--- config.mk ---
export PLATFORM = sky130hd
export DESIGN_NAME = approx_mul_pipe
export DESIGN_NICKNAME = d
export VERILOG_FILES = /design/src/rtl/approx_mul_pkg.sv /design/src/rtl/approx_quad.sv /design/src/rtl/approx_mul_pipe.sv
export SDC_FILE = /design/constraint.sdc
export NUM_CORES = 1
export LEC_CHECK = 0
export CAP_MARGIN = 10
export CORE_UTILIZATION = 46
export CTS_CLUSTER_DIAMETER = 80
export DETAILED_ROUTE_END_ITERATION = 8
export PLACE_DENSITY = 0.79
export SYNTH_ARGS = -nofsm -noshare
export SYNTH_HDL_FRONTEND = slang
export SYNTH_SLANG_ARGS = --single-unit
--- constraint.sdc ---
create_clock -name clk -period 2.91 [get_ports clk]
set_input_delay 0.582 -clock clk [delete_from_list [all_inputs] [get_ports clk]]
set_output_delay 0.582 -clock clk [all_outputs]
set_load 0.02 [all_outputs]
--- src/rtl/approx_mul_pkg.sv ---
// Shared constants and helpers for the approximate pipelined multiplier.
// Level codes select how many low product bits of a quadrant are forced to zero.
package approx_mul_pkg;

    localparam logic [1:0] LVL_EXACT = 2'd0;
    localparam logic [1:0] LVL_1     = 2'd1;
    localparam logic [1:0] LVL_2     = 2'd2;
    localparam logic [1:0] LVL_3     = 2'd3;

    // Number of truncated low bits for an h-bit quadrant at the given level.
    function automatic int unsigned lvl_shift(input int unsigned h, input logic [1:0] lvl);
        int unsigned l;
        case (lvl)
            LVL_EXACT: l = 0;
            LVL_1:     l = h / 2;
            LVL_2:     l = h;
            default:   l = h + h / 2;
        endcase
        return l;
    endfunction

endpackage

--- src/rtl/approx_quad.sv ---
// One HxH unsigned quadrant multiplier whose low product bits are zeroed
// according to the requested approximation level.
module approx_quad
    import approx_mul_pkg::*;
#(
    parameter int unsigned W = 8
) (
    input  logic [W/2-1:0] x,
    input  logic [W/2-1:0] y,
    input  logic [1:0]     lvl,
    output logic [W-1:0]   p
);

    localparam int unsigned H = W / 2;

    logic [W-1:0] full;
    logic [W-1:0] mask;

    always_comb begin
        full = W'(x) * W'(y);
        mask = {W{1'b1}} << lvl_shift(H, lvl);
        p    = full & mask;
    end

endmodule

--- src/rtl/approx_mul_pipe.sv ---
// Three-stage approximate multiplier: operand capture, masked quadrant products,
// then an exact or carry-free-middle final adder. One global stall enable.
module approx_mul_pipe
    import approx_mul_pkg::*;
#(
    parameter int unsigned W     = 8,
    parameter int unsigned TAG_W = 4
) (
    input  logic             clk,
    input  logic             rst,
    input  logic             in_valid,
    output logic             in_ready,
    input  logic [W-1:0]     a,
    input  logic [W-1:0]     b,
    input  logic [7:0]       lvl,
    input  logic             add_approx,
    input  logic [TAG_W-1:0] in_tag,
    output logic             out_valid,
    input  logic             out_ready,
    output logic [2*W-1:0]   prod,
    output logic [TAG_W-1:0] out_tag
);

    localparam int unsigned H = W / 2;

    logic en;

    // Stage 1: captured operation
    logic             s1_valid_q;
    logic [W-1:0]     s1_a_q;
    logic [W-1:0]     s1_b_q;
    logic [7:0]       s1_lvl_q;
    logic             s1_add_q;
    logic [TAG_W-1:0] s1_tag_q;

    // Stage 2: masked quadrant products
    logic             s2_valid_q;
    logic [W-1:0]     s2_ll_q, s2_lh_q, s2_hl_q, s2_hh_q;
    logic             s2_add_q;
    logic [TAG_W-1:0] s2_tag_q;

    logic [W-1:0]     ll_d, lh_d, hl_d, hh_d;
    logic [2*W-1:0]   prod_d;
    logic [2*W-1:0]   sum_exact;
    logic [W-1:0]     sum_hi;
    logic [H-1:0]     sum_mid;

    assign en       = ~(out_valid & ~out_ready);
    assign in_ready = en;

    approx_quad #(.W(W)) u_ll (
        .x   (s1_a_q[H-1:0]),
        .y   (s1_b_q[H-1:0]),
        .lvl (s1_lvl_q[1:0]),
        .p   (ll_d)
    );

    approx_quad #(.W(W)) u_lh (
        .x   (s1_a_q[H-1:0]),
        .y   (s1_b_q[W-1:H]),
        .lvl (s1_lvl_q[3:2]),
        .p   (lh_d)
    );

    approx_quad #(.W(W)) u_hl (
        .x   (s1_a_q[W-1:H]),
        .y   (s1_b_q[H-1:0]),
        .lvl (s1_lvl_q[5:4]),
        .p   (hl_d)
    );

    approx_quad #(.W(W)) u_hh (
        .x   (s1_a_q[W-1:H]),
        .y   (s1_b_q[W-1:H]),
        .lvl (s1_lvl_q[7:6]),
        .p   (hh_d)
    );

    // The inexact adder ORs the overlapping middle bits and drops their carry.
    always_comb begin
        sum_exact = (2*W)'(s2_ll_q) + ((2*W)'(s2_lh_q) << H) + ((2*W)'(s2_hl_q) << H)
                  + {s2_hh_q, {W{1'b0}}};
        sum_mid   = s2_ll_q[W-1:H] | s2_lh_q[H-1:0] | s2_hl_q[H-1:0];
        sum_hi    = s2_hh_q + W'(s2_lh_q[W-1:H]) + W'(s2_hl_q[W-1:H]);
        prod_d    = s2_add_q ? {sum_hi, sum_mid, s2_ll_q[H-1:0]} : sum_exact;
    end

    always_ff @(posedge clk) begin
        if (rst) begin
            s1_valid_q <= 1'b0;
            s1_a_q     <= '0;
            s1_b_q     <= '0;
            s1_lvl_q   <= '0;
            s1_add_q   <= 1'b0;
            s1_tag_q   <= '0;
            s2_valid_q <= 1'b0;
            s2_ll_q    <= '0;
            s2_lh_q    <= '0;
            s2_hl_q    <= '0;
            s2_hh_q    <= '0;
            s2_add_q   <= 1'b0;
            s2_tag_q   <= '0;
            out_valid  <= 1'b0;
            prod       <= '0;
            out_tag    <= '0;
        end else if (en) begin
            s1_valid_q <= in_valid;
            s1_a_q     <= a;
            s1_b_q     <= b;
            s1_lvl_q   <= lvl;
            s1_add_q   <= add_approx;
            s1_tag_q   <= in_tag;
            s2_valid_q <= s1_valid_q;
            s2_ll_q    <= ll_d;
            s2_lh_q    <= lh_d;
            s2_hl_q    <= hl_d;
            s2_hh_q    <= hh_d;
            s2_add_q   <= s1_add_q;
            s2_tag_q   <= s1_tag_q;
            out_valid  <= s2_valid_q;
            prod       <= prod_d;
            out_tag    <= s2_tag_q;
        end
    end

endmodule
==> out/metrics.cfg <==
[sta]
max_freq_mhz = 353
min_period_ps = 2830
tightest_slew_ps = 765
max_slew_margin_pct = 49.0
setup_viol = 0
rsz0062_at_grt = no
finClkSkew_ps = 8.13
hold_viol_final = 0
timing.final.crit_share_pct = 97.4
slew_violations = 0

[job]
cap_violations = 0

[cts]
cts_max_level = 3
cts_sinks = 89
cts_root_buffer = clkbuf_16
numCtsBuffers = 9
tritoncts = built
clkSlewWorstSetupHoldPaths_ps = 70
clk_path_buf_depth = 2
hold_buffers = 0
clk_latency_ps = 350

[synthesis]
avgSynthCellArea_sq_um = 8.36
synthCells = 665
synth-edff-count = 0
yosysTopAreaCell = dfxtp_1
async_flop_share_pct = 0
yosys_most_used_dff = dfxtp_1
ys_ff_latch = 89
synth_top_area_share_pct = 32.0
syn-num-nets = 784
synthTopCellsByCount = nand2_1 (129), dfxtp_1 (89), a21oi_1 (86)
seq_area_frac_synth_pct = 32.0
yosys_warnings = 0
synthTopCellsByArea = dfxtp_1 (32%), ha_1 (13%), fa_1 (9.4%)
syn_area_sq_um = 5560
ys_types = 43
synth_most_common_cell = nand2_1

[detailed_routing]
vias = 4723
wl_per_cell_um = 15.1
routed_wl_um = 13000
wl_met1_um = 5840
drt_iter0_drc = 316
ant_nets = 0
drc_errors = 4
vias_per_cell = 5.50
top_layer_used = met4
route.met2.wl_um = 6320
route.met3.wl_um = 629
dr.pass1.iters = 9

[die]
pin_count = 55
core_area_sq_um = 11600
num_rows = 39
die_x_um = 112
floorplan.initialDensity_pct = 47.9
dieHeight_um = 112
dieArea_sq_um = 12500

[placement]
numPortBuffers = 54
routabilityCongestion = 0.861
post-place-cells = 842
dpl.hpwl_um = 9330

[global_routing]
gr-total-overflow = 0
grt_pass1_wl_um = 21600
antenna_found_initial = 0
grt_pass1_vias = 4608
grt_max_degree = 106
track_usage_pct = 21.3

[worst_hold_path]
min_to = s2_ll_q[3]$_SDFFE_PP0N_
hold_path.class = reg -> reg
hold_path_depth = 2
min_from = s2_ll_q[3]$_SDFFE_PP0N_

[cells_and_area]
final_core_util_pct = 56.8
nets = 829
instances_no_fill = 858
areaGrowthSynthToFinish_pct = 18.7
diodes = 0
drive_gt1_share_pct = 7.41

[worst_setup_path]
cp-start-kind = flip-flop
crit_path_top_delay_cell = fa_1
ff2ff_setup_slack_ps = 80
critPathKind = reg -> reg
path_max_fanout = 6
crit_path_max_incr_delay_ps = 540
r2r-start = s1_b_q[3]$_SDFFE_PP0N_
cpMostUsedCell = fa_1
crit_chain = nand2_1 -> fa_1 -> inv_1 -> fa_1 -> ha_1 -> a21o_1 -> a21oi_1 -> xnor2_1 -> a22oi_1 -> nor2_1
arrival_ps = 3040
critPathRequiredTime_ps = 3120
timing.rr.end = s2_ll_q[5]$_SDFFE_PP0N_
worst_r2r_path_depth = 10
worst_setup_path_end_kind = flip-flop

[power]
peakVddDrop_mv = 0.248
power_density_nw_per_um2 = 440
leakage_uw = 0.00291

[status]
violations = DRC
outcome = complete, but fails checks

timing repair:
action	in CTS	in global routing
pin swaps	0	1
gates resized for setup	10	10
setup buffers	0	0
endpoints found under the setup margin	4	8
sequential cells by signal, indices dropped and copies added (netlist names), 4 cells and up:
signal / flops
s2_ll_q: 8
prod: 16
s2_lh_q: 8
s1_b_q: 8
s2_hh_q: 8
s1_lvl_q: 8
s2_tag_q: 4
s2_hl_q: 8
out_tag: 4
s1_tag_q: 4
s1_a_q: 8
through the flow:
| stage | TNS (ps) | setup slack, ps | total power [uW] | cell area (sq um) | hold slack (ps) |
|---|---|---|---|---|---|
| after floorplan | 0 | 24.2 | 1590 | 5560 | 432 |
| after global placement | 0 | 83.0 | 1730 | 6270 | 438 |
| after detailed placement | -77.7 | -39.5 | 1750 | 6270 | 445 |
| after CTS | 0 | 3.50 | 2910 | 6580 | 454 |
| after global routing | 0 | 1.24 | 3010 | 6600 | 463 |
| final | 0 | 75.9 | 2900 | 6600 | 452 |
report_power, final:
group,internal (uW),leakage [uW],switching [uW]
Clock,606,0.000140,564
Combinational,187,0.00204,214
Sequential,1280,0.000734,56.1
Total,2070,0.00291,834
worst max-delay path by stage:
stage / start / end / slack [ps] / cells after the start
floorplan: s1_a_q[0]$_SDFFE_PP0N_ / s2_ll_q[6]$_SDFFE_PP0N_ / 20 / 11
CTS: s1_a_q[4]$_SDFFE_PP0N_ / s2_hh_q[6]$_SDFFE_PP0N_ / 3 / 11
finish: s1_b_q[3]$_SDFFE_PP0N_ / s2_ll_q[5]$_SDFFE_PP0N_ / 80 / 10
global placement: s1_a_q[0]$_SDFFE_PP0N_ / s2_ll_q[6]$_SDFFE_PP0N_ / 80 / 10
detailed placement: s1_a_q[0]$_SDFFE_PP0N_ / s2_ll_q[6]$_SDFFE_PP0N_ / -40 / 10
global route: s1_b_q[7]$_SDFFE_PP0N_ / s2_lh_q[7]$_SDFFE_PP0N_ / 1 / 10
metal layers:
metal | track usage (%) | vias to the layer above
met2 | 36.2 | 132
met4 | 6.67 | 0
met5 | 0 | -
met1 | 26.7 | 2223
li1 | - | 2344
met3 | 4.90 | 24
cell usage in the layout, fill, tap and decap left out, types with 9 or more instances in the layout:
| cell | count |
|---|---|
| nor2_1 | 25 |
| clkdlybuf4s50_1 | 53 |
| nand3_1 | 17 |
| a21o_1 | 9 |
| nand2_1 | 129 |
| dfxtp_1 | 77 |
| fa_1 | 22 |
| and2_1 | 45 |
| ha_1 | 60 |
| buf_4 | 13 |
| inv_1 | 37 |
| dfxtp_2 | 9 |
| clkbuf_16 | 9 |
| a21oi_1 | 85 |
| xnor2_1 | 11 |
worst max-delay path: cells and delay by family (launching register included):
| family | cells | cell delay (ps) |
|---|---|---|
| adder cells (fa/ha/maj) | 3 | 1360 |
| buffers and inverters | 1 | 60 |
| AND/OR/NAND/NOR | 2 | 160 |
| AO/OA/AOI/OAI | 3 | 610 |
| flip-flops | 1 | 360 |
| XOR/XNOR | 1 | 140 |
cells by family after synthesis:
| group | count (synthesis) | share of synthesized area [%] |
|---|---|---|
| xor gates and xnor gates | 17 | 2.68 |
| muxes | 3 | 0.540 |
| and+or+nand+nor | 254 | 21.7 |
| DFF | 89 | 32.0 |
| adders and majority gates | 86 | 22.9 |
| buffers and inverters | 73 | 5.06 |
| AOI/OAI and AO/OA | 143 | 15.1 |
layout make-up:
| type | instances | area [sq um] |
|---|---|---|
| flip-flops and latches | 89 | 1800 |
| inverters | 39 | 146 |
| well taps | 143 | 179 |
| clock buffers | 9 | 225 |
| multi-input cells | 503 | 3520 |
| repair buffers | 68 | 653 |
| fillers | 1009 | 5010 |
| clock inverters | 7 | 73.8 |
Note: power is estimated with default switching activity, not from simulation.
